<file path="config.mk">
export PLATFORM = sky130hd
export DESIGN_NAME = stage_decode
export DESIGN_NICKNAME = d
export VERILOG_FILES = /design/src/rtl/stage_decode_pkg.sv /design/src/rtl/stage_decode_hazard.sv /design/src/rtl/stage_decode.sv
export SDC_FILE = /design/constraint.sdc
export NUM_CORES = 1
export LEC_CHECK = 0
export ABC_AREA = 0
export BUFFER_PORTS_ARGS = -buffer_cell sky130_fd_sc_hd__buf_4
export CAP_MARGIN = 0
export CELL_PAD_IN_SITES_DETAIL_PLACEMENT = 2
export CELL_PAD_IN_SITES_GLOBAL_PLACEMENT = 2
export CORE_UTILIZATION = 29
export CTS_BUF_LIST = sky130_fd_sc_hd__clkbuf_8
export CTS_CLUSTER_SIZE = 20
export DETAILED_ROUTE_END_ITERATION = 6
export GPL_TIMING_DRIVEN = 0
export PLACE_DENSITY = 0.85
export SLEW_MARGIN = 20
export SYNTH_ARGS = -nofsm -noshare
export SYNTH_HDL_FRONTEND = slang
export SYNTH_SLANG_ARGS = --single-unit
</file>
<file path="constraint.sdc">
create_clock -name clock -period 11.4 [get_ports clock]
set_clock_uncertainty 0.05 [all_clocks]
set_input_delay 0.57 -clock clock [delete_from_list [all_inputs] [get_ports clock]]
set_output_delay 0.57 -clock clock [all_outputs]
set_load 0.005 [all_outputs]
</file>
<file path="src/rtl/stage_decode_pkg.sv">
// Shared decode definitions: opcodes, instruction field positions and the D/X register layout.
// Zero latency; no flow control of its own.
package stage_decode_pkg;

  localparam logic [4:0] OP_R    = 5'b00000;
  localparam logic [4:0] OP_J    = 5'b00001;
  localparam logic [4:0] OP_BNE  = 5'b00010;
  localparam logic [4:0] OP_JAL  = 5'b00011;
  localparam logic [4:0] OP_JR   = 5'b00100;
  localparam logic [4:0] OP_ADDI = 5'b00101;
  localparam logic [4:0] OP_BLT  = 5'b00110;
  localparam logic [4:0] OP_SW   = 5'b00111;
  localparam logic [4:0] OP_LW   = 5'b01000;
  localparam logic [4:0] OP_SETX = 5'b10101;
  localparam logic [4:0] OP_BEX  = 5'b10110;

  localparam int OPC_LSB   = 27;
  localparam int RD_LSB    = 22;
  localparam int RS_LSB    = 17;
  localparam int RT_LSB    = 12;
  localparam int SHAMT_LSB = 7;
  localparam int ALU_LSB   = 2;

  typedef struct packed {
    logic        vld;
    logic [4:0]  opcode;
    logic [4:0]  alu_op;
    logic [4:0]  shamt;
    logic [16:0] imm;
    logic [26:0] target;
    logic [31:0] op_a;
    logic [31:0] op_b;
    logic [31:0] pc_plus_4;
    logic [4:0]  pc_upper_5;
    logic [4:0]  rd;
  } dx_t;

  // A bubble is add $0,$0,$0 with no valid bit and no PC.
  localparam dx_t DX_BUBBLE = '0;

  function automatic logic [4:0] field5(input logic [31:0] insn, input int lsb);
    return insn[lsb +: 5];
  endfunction

endpackage

</file>
<file path="src/rtl/stage_decode_hazard.sv">
// Combinational decode of read ports, destination register and load-use hazard.
// Zero latency; hazard output is the backpressure request toward fetch.
module decode_hazard
  import stage_decode_pkg::*;
#(
  parameter int REG_STATUS = 30,
  parameter int REG_RA     = 31
) (
  input  logic       fd_valid,
  input  logic [4:0] op,
  input  logic [4:0] rd,
  input  logic [4:0] rs,
  input  logic [4:0] rt,
  input  logic       dx_valid,
  input  logic [4:0] dx_opcode,
  input  logic [4:0] dx_rd,
  output logic [4:0] read_a,
  output logic [4:0] read_b,
  output logic [4:0] dest,
  output logic       hazard
);

  localparam logic [4:0] STATUS_IDX = 5'(REG_STATUS);
  localparam logic [4:0] RA_IDX     = 5'(REG_RA);

  logic use_a;
  logic use_b;

  always_comb begin
    read_a = (op == OP_BEX) ? STATUS_IDX : rs;
    use_a  = op inside {OP_R, OP_ADDI, OP_LW, OP_SW, OP_BNE, OP_BLT, OP_BEX};

    read_b = '0;
    use_b  = 1'b0;
    case (op)
      OP_R: begin
        read_b = rt;
        use_b  = 1'b1;
      end
      OP_BNE, OP_BLT, OP_JR, OP_SW: begin
        read_b = rd;
        use_b  = 1'b1;
      end
      default: ;
    endcase

    case (op)
      OP_R, OP_ADDI, OP_LW: dest = rd;
      OP_JAL:               dest = RA_IDX;
      OP_SETX:              dest = STATUS_IDX;
      default:              dest = '0;
    endcase

    hazard = dx_valid && (dx_opcode == OP_LW) && (dx_rd != '0) && fd_valid &&
             ((use_a && (read_a == dx_rd)) || (use_b && (read_b == dx_rd)));
  end

endmodule

</file>
<file path="src/rtl/stage_decode.sv">
// Decode stage with D/X pipeline register, write-back bypass and load-use bubble insertion.
// One cycle F/D to execute; stall_in freezes D/X, load-use hazards freeze F/D via stall_fd.
module stage_decode
  import stage_decode_pkg::*;
#(
  parameter int REG_STATUS = 30,
  parameter int REG_RA     = 31,
  parameter int CNT_W      = 16
) (
  input  logic             clock,
  input  logic             reset,
  input  logic             fd_valid,
  input  logic [31:0]      fd_insn,
  input  logic [31:0]      fd_pc_plus_4,
  input  logic             stall_in,
  input  logic             flush,
  input  logic             wb_en,
  input  logic [4:0]       wb_reg,
  input  logic [31:0]      wb_data,
  output logic [4:0]       ctrl_readRegA,
  output logic [4:0]       ctrl_readRegB,
  input  logic [31:0]      data_readRegA,
  input  logic [31:0]      data_readRegB,
  output logic             stall_fd,
  output logic             dx_valid,
  output logic [4:0]       opcode,
  output logic [4:0]       ALU_op,
  output logic [4:0]       shamt,
  output logic [16:0]      immediate,
  output logic [26:0]      target,
  output logic [31:0]      regfile_operandA,
  output logic [31:0]      regfile_operandB,
  output logic [31:0]      pc_plus_4,
  output logic [4:0]       pc_upper_5,
  output logic [4:0]       dx_rd,
  output logic [CNT_W-1:0] stall_count
);

  logic [4:0]       f_op, f_rd, f_rs, f_rt;
  logic [4:0]       dest;
  logic             hazard;
  logic [31:0]      opnd_a, opnd_b;
  dx_t              dx_d, dx_q;
  logic [CNT_W-1:0] cnt_q;

  assign f_op = field5(fd_insn, OPC_LSB);
  assign f_rd = field5(fd_insn, RD_LSB);
  assign f_rs = field5(fd_insn, RS_LSB);
  assign f_rt = field5(fd_insn, RT_LSB);

  decode_hazard #(
    .REG_STATUS (REG_STATUS),
    .REG_RA     (REG_RA)
  ) u_hazard (
    .fd_valid  (fd_valid),
    .op        (f_op),
    .rd        (f_rd),
    .rs        (f_rs),
    .rt        (f_rt),
    .dx_valid  (dx_q.vld),
    .dx_opcode (dx_q.opcode),
    .dx_rd     (dx_q.rd),
    .read_a    (ctrl_readRegA),
    .read_b    (ctrl_readRegB),
    .dest      (dest),
    .hazard    (hazard)
  );

  // $0 is never bypassed so it always reads as the register file's hardwired zero.
  assign opnd_a = (wb_en && (wb_reg == ctrl_readRegA) && (ctrl_readRegA != '0)) ? wb_data : data_readRegA;
  assign opnd_b = (wb_en && (wb_reg == ctrl_readRegB) && (ctrl_readRegB != '0)) ? wb_data : data_readRegB;

  always_comb begin
    dx_d            = DX_BUBBLE;
    dx_d.vld        = 1'b1;
    dx_d.opcode     = f_op;
    dx_d.alu_op     = field5(fd_insn, ALU_LSB);
    dx_d.shamt      = field5(fd_insn, SHAMT_LSB);
    dx_d.imm        = fd_insn[16:0];
    dx_d.target     = fd_insn[26:0];
    dx_d.op_a       = opnd_a;
    dx_d.op_b       = opnd_b;
    dx_d.pc_plus_4  = fd_pc_plus_4;
    dx_d.pc_upper_5 = fd_pc_plus_4[31:27];
    dx_d.rd         = dest;
  end

  always_ff @(posedge clock or posedge reset) begin
    if (reset) begin
      dx_q  <= DX_BUBBLE;
      cnt_q <= '0;
    end else if (stall_in) begin
      dx_q  <= dx_q;
      cnt_q <= cnt_q;
    end else if (flush) begin
      dx_q  <= DX_BUBBLE;
    end else if (hazard) begin
      dx_q  <= DX_BUBBLE;
      if (cnt_q != '1) cnt_q <= cnt_q + 1'b1;
    end else begin
      dx_q  <= fd_valid ? dx_d : DX_BUBBLE;
    end
  end

  // A redirect squashes the consumer, so the hazard no longer needs to hold fetch.
  assign stall_fd = ~reset & (stall_in | (hazard & ~flush));

  assign dx_valid         = dx_q.vld;
  assign opcode           = dx_q.opcode;
  assign ALU_op           = dx_q.alu_op;
  assign shamt            = dx_q.shamt;
  assign immediate        = dx_q.imm;
  assign target           = dx_q.target;
  assign regfile_operandA = dx_q.op_a;
  assign regfile_operandB = dx_q.op_b;
  assign pc_plus_4        = dx_q.pc_plus_4;
  assign pc_upper_5       = dx_q.pc_upper_5;
  assign dx_rd            = dx_q.rd;
  assign stall_count      = cnt_q;

endmodule
</file>
Word level (Yosys, flattened, before mapping)
Index checks and enable logic that the tools add are counted.
{"block": "classes", "add_sub_neg": 1, "n_mul": 0, "div": 0, "order_cmp": 0, "eq_ne": 15, "shift": 0, "muxes": 9, "n_bitwise": 6, "reduce_logical": 20}
{"op": "two-way mux 166 bit", "n": 3}
{"op": "two-way mux 32 bit", "n": 2}
{"op": "equality test 5 x 3 -> 1 bit, second input constant", "n": 4}
{"op": "equality test 5 bit", "n": 4}
{"op": "adder 16 x 1 -> 16 bit, second input constant", "n": 1}
{"op": "inequality test 16 bit, second input constant", "n": 1}
{"op": "case mux 5 bit (3 select lines)", "n": 1}
{"op": "nonzero test 5 bit", "n": 3}
{"op": "equality test 5 x 2 -> 1 bit, second input constant", "n": 2}
{"op": "equality test 5 x 4 -> 1 bit, second input constant", "n": 2}
{"op": "equality test 5 bit, second input constant", "n": 2}
{"op": "logical AND 1 bit", "n": 10}
{"op": "case mux 5 bit (2 select lines)", "n": 1}
{"op": "nonzero test 7 bit", "n": 1}
{"op": "logical NOT 5 bit", "n": 1}
{"op": "two-way mux 5 bit", "n": 1}
{"op": "OR reduction 5 bit", "n": 1}
{"op": "AND reduction 4 bit", "n": 1}
{"op": "OR reduction 4 bit", "n": 1}
{"op": "inverter 1 bit", "n": 3}
{"op": "OR reduction 3 bit", "n": 1}
{"op": "bitwise AND 1 bit", "n": 2}
{"op": "logical OR 1 bit", "n": 1}
{"op": "two-way mux 1 bit", "n": 1}
{"op": "OR 1 bit", "n": 1}
{"block": "totals", "register_bits": 182, "latch_bits": 0, "ram_bits": 0, "mem_bits_ro": 0, "in_bits": 171, "memories": 0}

Depth between registers and ports, before layout
{"block": "logic_depth", "word_depth": 10, "mapped_depth": 11}

By module
From an unflattened synthesis, not the netlist that was laid out.
{"block": "hier_totals", "hier_cells": 814, "hier_area_um2": 8145.3}
{"module": "stage_decode", "n_inst": 1, "cells_per_inst": 707, "area_per_inst_um2": 7464.7, "seq_area_each_um2": 3753.6}
{"module": "decode_hazard", "n_inst": 1, "cells_per_inst": 107, "area_per_inst_um2": 680.7, "seq_area_each_um2": 0.0}

Least setup slack after synthesis
Ideal clock, no wire load.
{"block": "synth_timing", "path_type": "input-to-output", "from": "input reset", "to": "output stall_fd", "t_arrival_ps": 4028, "required_ps": 10780, "path_slack_ps": 6752, "stages": 2, "path_cell_list": "inv_1 > o21a_1"}
{"block": "synth_between", "elab_chain_len": 2}
{"item": "start: declaration", "line_no": "stage_decode.sv:11", "source": "input logic reset,"}
{"item": "inverter 1 bit", "line_no": "stage_decode.sv:106", "source": "assign stall_fd = ~reset & (stall_in | (hazard & ~flush));"}
{"item": "bitwise AND 1 bit", "line_no": "stage_decode.sv:106"}
{"item": "end: declaration", "line_no": "stage_decode.sv:24", "source": "output logic stall_fd,"}
Every way passes these cells.

Worst setup path after layout
{"block": "layout_timing", "from": "input fd_insn[29]", "to": "output stall_fd"}
{"block": "layout_between", "elab_chain_len": 10, "elab_cells_between_ends": 23}
{"item": "start: declaration", "line_no": "stage_decode.sv:13", "source": "input logic [31:0] fd_insn,"}
{"item": "equality test 5 x 3 -> 1 bit (tied with other cells)", "line_no": "stage_decode_hazard.sv:35", "source": "case (op)"}
{"item": "OR reduction 4 bit"}
{"item": "case mux 5 bit (2 select lines)", "line_no": "stage_decode_hazard.sv:35"}
{"item": "equality test 5 bit", "line_no": "stage_decode_hazard.sv:55", "source": "((use_a && (read_a == dx_rd)) || (use_b && (read_b == dx_rd)));"}
{"item": "logical AND 1 bit", "line_no": "stage_decode_hazard.sv:55"}
{"item": "logical OR 1 bit (*)", "line_no": "stage_decode_hazard.sv:55"}
{"item": "logical AND 1 bit (*)", "line_no": "stage_decode_hazard.sv:54", "source": "hazard = dx_valid && (dx_opcode == OP_LW) && (dx_rd != '0) && fd_valid &&"}
{"item": "bitwise AND 1 bit (*)", "line_no": "stage_decode.sv:106"}
{"item": "OR 1 bit (*)", "line_no": "stage_decode.sv:106"}
{"item": "bitwise AND 1 bit (*)", "line_no": "stage_decode.sv:106"}
Every way passes the cells marked *; elsewhere a longest branch is shown, timed or not.

==> impl_metrics.json <==
{
  "grt_pass1_vias": 9312,
  "path_common_cell": "buf_2",
  "postCtsResizedCells": 0,
  "criticalPathCategory": "in -> out",
  "final_cell_count_no_fill": 1596,
  "cts_root_buf": "clkbuf_8",
  "leakage_nw": 6.064,
  "avgSynthCellArea_um2": 9.176,
  "max-cap-violations": 0,
  "status": "completed",
  "synth_compound_area_share_pct": 16.93,
  "path_delay_family": "compound AO/OA/AOI/OAI gates",
  "antenna_found_initial": 1,
  "mostFrequentLayoutCell": "buf_4",
  "grt_pass1_wl_mm": 54.47,
  "drt-initial-drc-count": 341,
  "finalMaxSlewViolations": 0,
  "layout.nets": 1414,
  "overflow": 0,
  "drtPass1Iterations": 4,
  "place_congestion": 0.8575,
  "worst_path_max_delay_cell": "a2bb2oi_1",
  "cts_tree": "done",
  "cts_buffers": 17,
  "hold_viol": 0,
  "reg2reg_setup_slack_ns": 8.22,
  "grt_max_degree": 78,
  "critPathArrivalTime_ns": 3.30,
  "tightest_slew_ns": 0.8383,
  "final_cell_mix": "399 x buf_4, 157 x nand2_1, 150 x dfrtp_1",
  "clock_latency_ns": 0.45,
  "path_clk_slew_ns": 0.10,
  "max_slew_margin_pct": 44.11,
  "async_reset_ff_share_pct": 100.0,
  "switching_power_mw": 0.3986,
  "pin_count": 364,
  "grt_use_total_pct": 25.36,
  "die_w_um": 167.2,
  "synth-xor-area-share_pct": 2.657,
  "nFillCells": 3028,
  "peakVddDrop_mv": 0.05866,
  "clock_sinks": 150,
  "finalWirelength_mm": 35.17,
  "syn_area_mm2": 0.007910,
  "n_antenna_cell": 0,
  "clkPwrFrac_pct": 34.9,
  "setup_viol": 0,
  "ant_nets": 0,
  "hold_path_class": "in -> async",
  "synth_edf_count": 0,
  "clock_path_buffers": 2,
  "start_util_pct": 29.43,
  "fin_hold_ws_ns": 0.1078,
  "row_count": 60,
  "port-buffer-count": 360,
  "synth_adder_area_share_pct": 0.4113,
  "vias_per_cell": 5.150,
  "post-route-period-util_pct": 34.38,
  "synth_ff_type": "dfrtp_1",
  "coreArea_mm2": 0.02688,
  "power_switching_share_pct": 32.00,
  "ys_ff_latch": 150,
  "synth_warnings": 0,
  "fin_tns_setup_ns": 0,
  "internal_power_mw": 0.8469,
  "wire_per_inst_um": 22.04,
  "crit_fanout": 10,
  "crit_path_cell_trace": "buf_2 > inv_1 > maj3_1 > a2bb2oi_1 > mux2_2 > a31oi_4 > buf_2 > nor2_1 > o21a_1 > buf_4",
  "synth_mux_area_share_pct": 4.461,
  "seq_power_share_pct": 46.4,
  "dieArea_mm2": 0.02794,
  "dp_hpwl_mm": 27.90,
  "synth_cell_types": 55,
  "drive_gt1_share_pct": 36.18,
  "synth_top_family_by_area": "simple AND/OR/NAND/NOR gates",
  "crit_path_end_kind": "primary output",
  "crit_buf_inv": 4,
  "p_per_area_mw_per_mm2": 108.4,
  "postLayoutCoreUtil_pct": 42.77,
  "htreeDepth": 4,
  "synth-simple-area-share_pct": 20.56,
  "rsz0062_at_grt": "no",
  "syn_inst": 862,
  "drc": 0,
  "place_inst": 1564,
  "die_h_um": 167.2,
  "synth_fp_nets": 1034,
  "ys_seq_area_share_pct": 47.45,
  "holdBufCountCts": 0,
  "critPathRequiredTime_ns": 10.78,
  "cts_setup_buffers": 0,
  "crit_path_start_kind": "input port",
  "dr_total_vias": 8220,
  "fin_crit_ns": 3.920,
  "max_stage_delay_ns": 0.49,
  "comb_power_share_pct": 18.7,
  "clock.fmax_mhz": 255.1,
  "area_growth_syn_to_layout_pct": 45.30
}
==> registers in the layout (all words and copies together), names as in the netlist <==
name and count:
pc_plus_4 32, regfile_operandA 32, regfile_operandB 32, stall_count 16, target 11, immediate 8, dx_rd 5, opcode 5
ALU_op 4, shamt 4, dx_valid 1
==> cells in the mapped netlist, types with 11 or more instances <==
cell        n  area share, %
nor2_1     73            3.5
nand2_1   157            7.5
buf_4      39            3.7
inv_1      12           0.57
mux2i_1    33            4.2
o211ai_1   32            3.0
o21ai_0    45            2.8
nand4_1    34            2.7
nand3_1    39            2.5
xor2_1     17            1.9
clkbuf_1   50            2.4
buf_2      11           0.70
a22o_1     61            6.8
dfrtp_1   150             47
==> worst register-to-register path, stage by stage, from the launching register on <==
cell and delay (ns):
dfrtp_1 0.39, clkbuf_1 0.23, a2111oi_0 0.43, o21ai_1 0.14, a222oi_1 0.59, a31oi_4 0.26, nand2_1 0.27, clkbuf_1 0.48
o21ai_0 0.21
==> power groups by stage <==
stage | logic (mW) | registers, mW | clock network [mW]
final | 0.233 | 0.578 | 0.435
after global placement | 0.227 | 0.587 | 0
after global routing | 0.253 | 0.582 | 0.471
after floorplan | 0.0871 | 0.586 | 0
after CTS | 0.237 | 0.579 | 0.452
after detailed placement | 0.236 | 0.589 | 0
==> path summary, 6_finish.rpt <==
check                                startpoint              endpoint  cells past startpoint
setup / recovery                    fd_insn[29]              stall_fd                     10
setup reg to reg                       dx_rd[4]  regfile_operandA[18]                      8
min in group clock             fd_pc_plus_4[18]         pc_plus_4[18]                      2
hold reg to reg            regfile_operandB[19]  regfile_operandB[19]                      2
max in group asynchronous                 reset             opcode[2]                      3
hold / removal                            reset  regfile_operandA[29]                      2
==> logic make-up (layout without fill, tap and decap cells) <==
group           Yosys count  in the layout
xor+xnor                 24             24
mux                      35             35
simple gates            352            352
flops                   150            150
buf+inv                 116            509
compound gates          182            182
fa+ha+maj                 3              3
==> metal layers <==
layer	vias to the layer above	share of wire (%)	GRT usage (%)
li1	3790	-	-
met1	4082	39	28.52
met2	294	51	45.28
met3	54	7.1	7.421
met4	0	2.9	9.334
met5	-	0	0
==> layout make-up <==
cell class              count  area, um2  area share [%]
well taps                 341      426.7           3.712
plain buffers             103      546.8           4.757
clock inverters            15      185.2           1.611
repair buffers            361       2730           23.75
clock buffers              17      234.0           2.036
flip-flops and latches    150       3754           32.66
multi-input cells         596       3561           30.98
inverters                  13      56.30          0.4899
==> per-stage QoR <==
step	power [mW]	worst slack (ns)	instance area, um2
floorplan	0.6728	6.725	7910
detailed placement	0.8250	7.463	11070
finish	1.246	7.480	11490
global route	1.306	7.280	11490
global placement	0.8143	4.375	11040
CTS	1.268	7.459	11490
(Power assumes the default switching activity.)
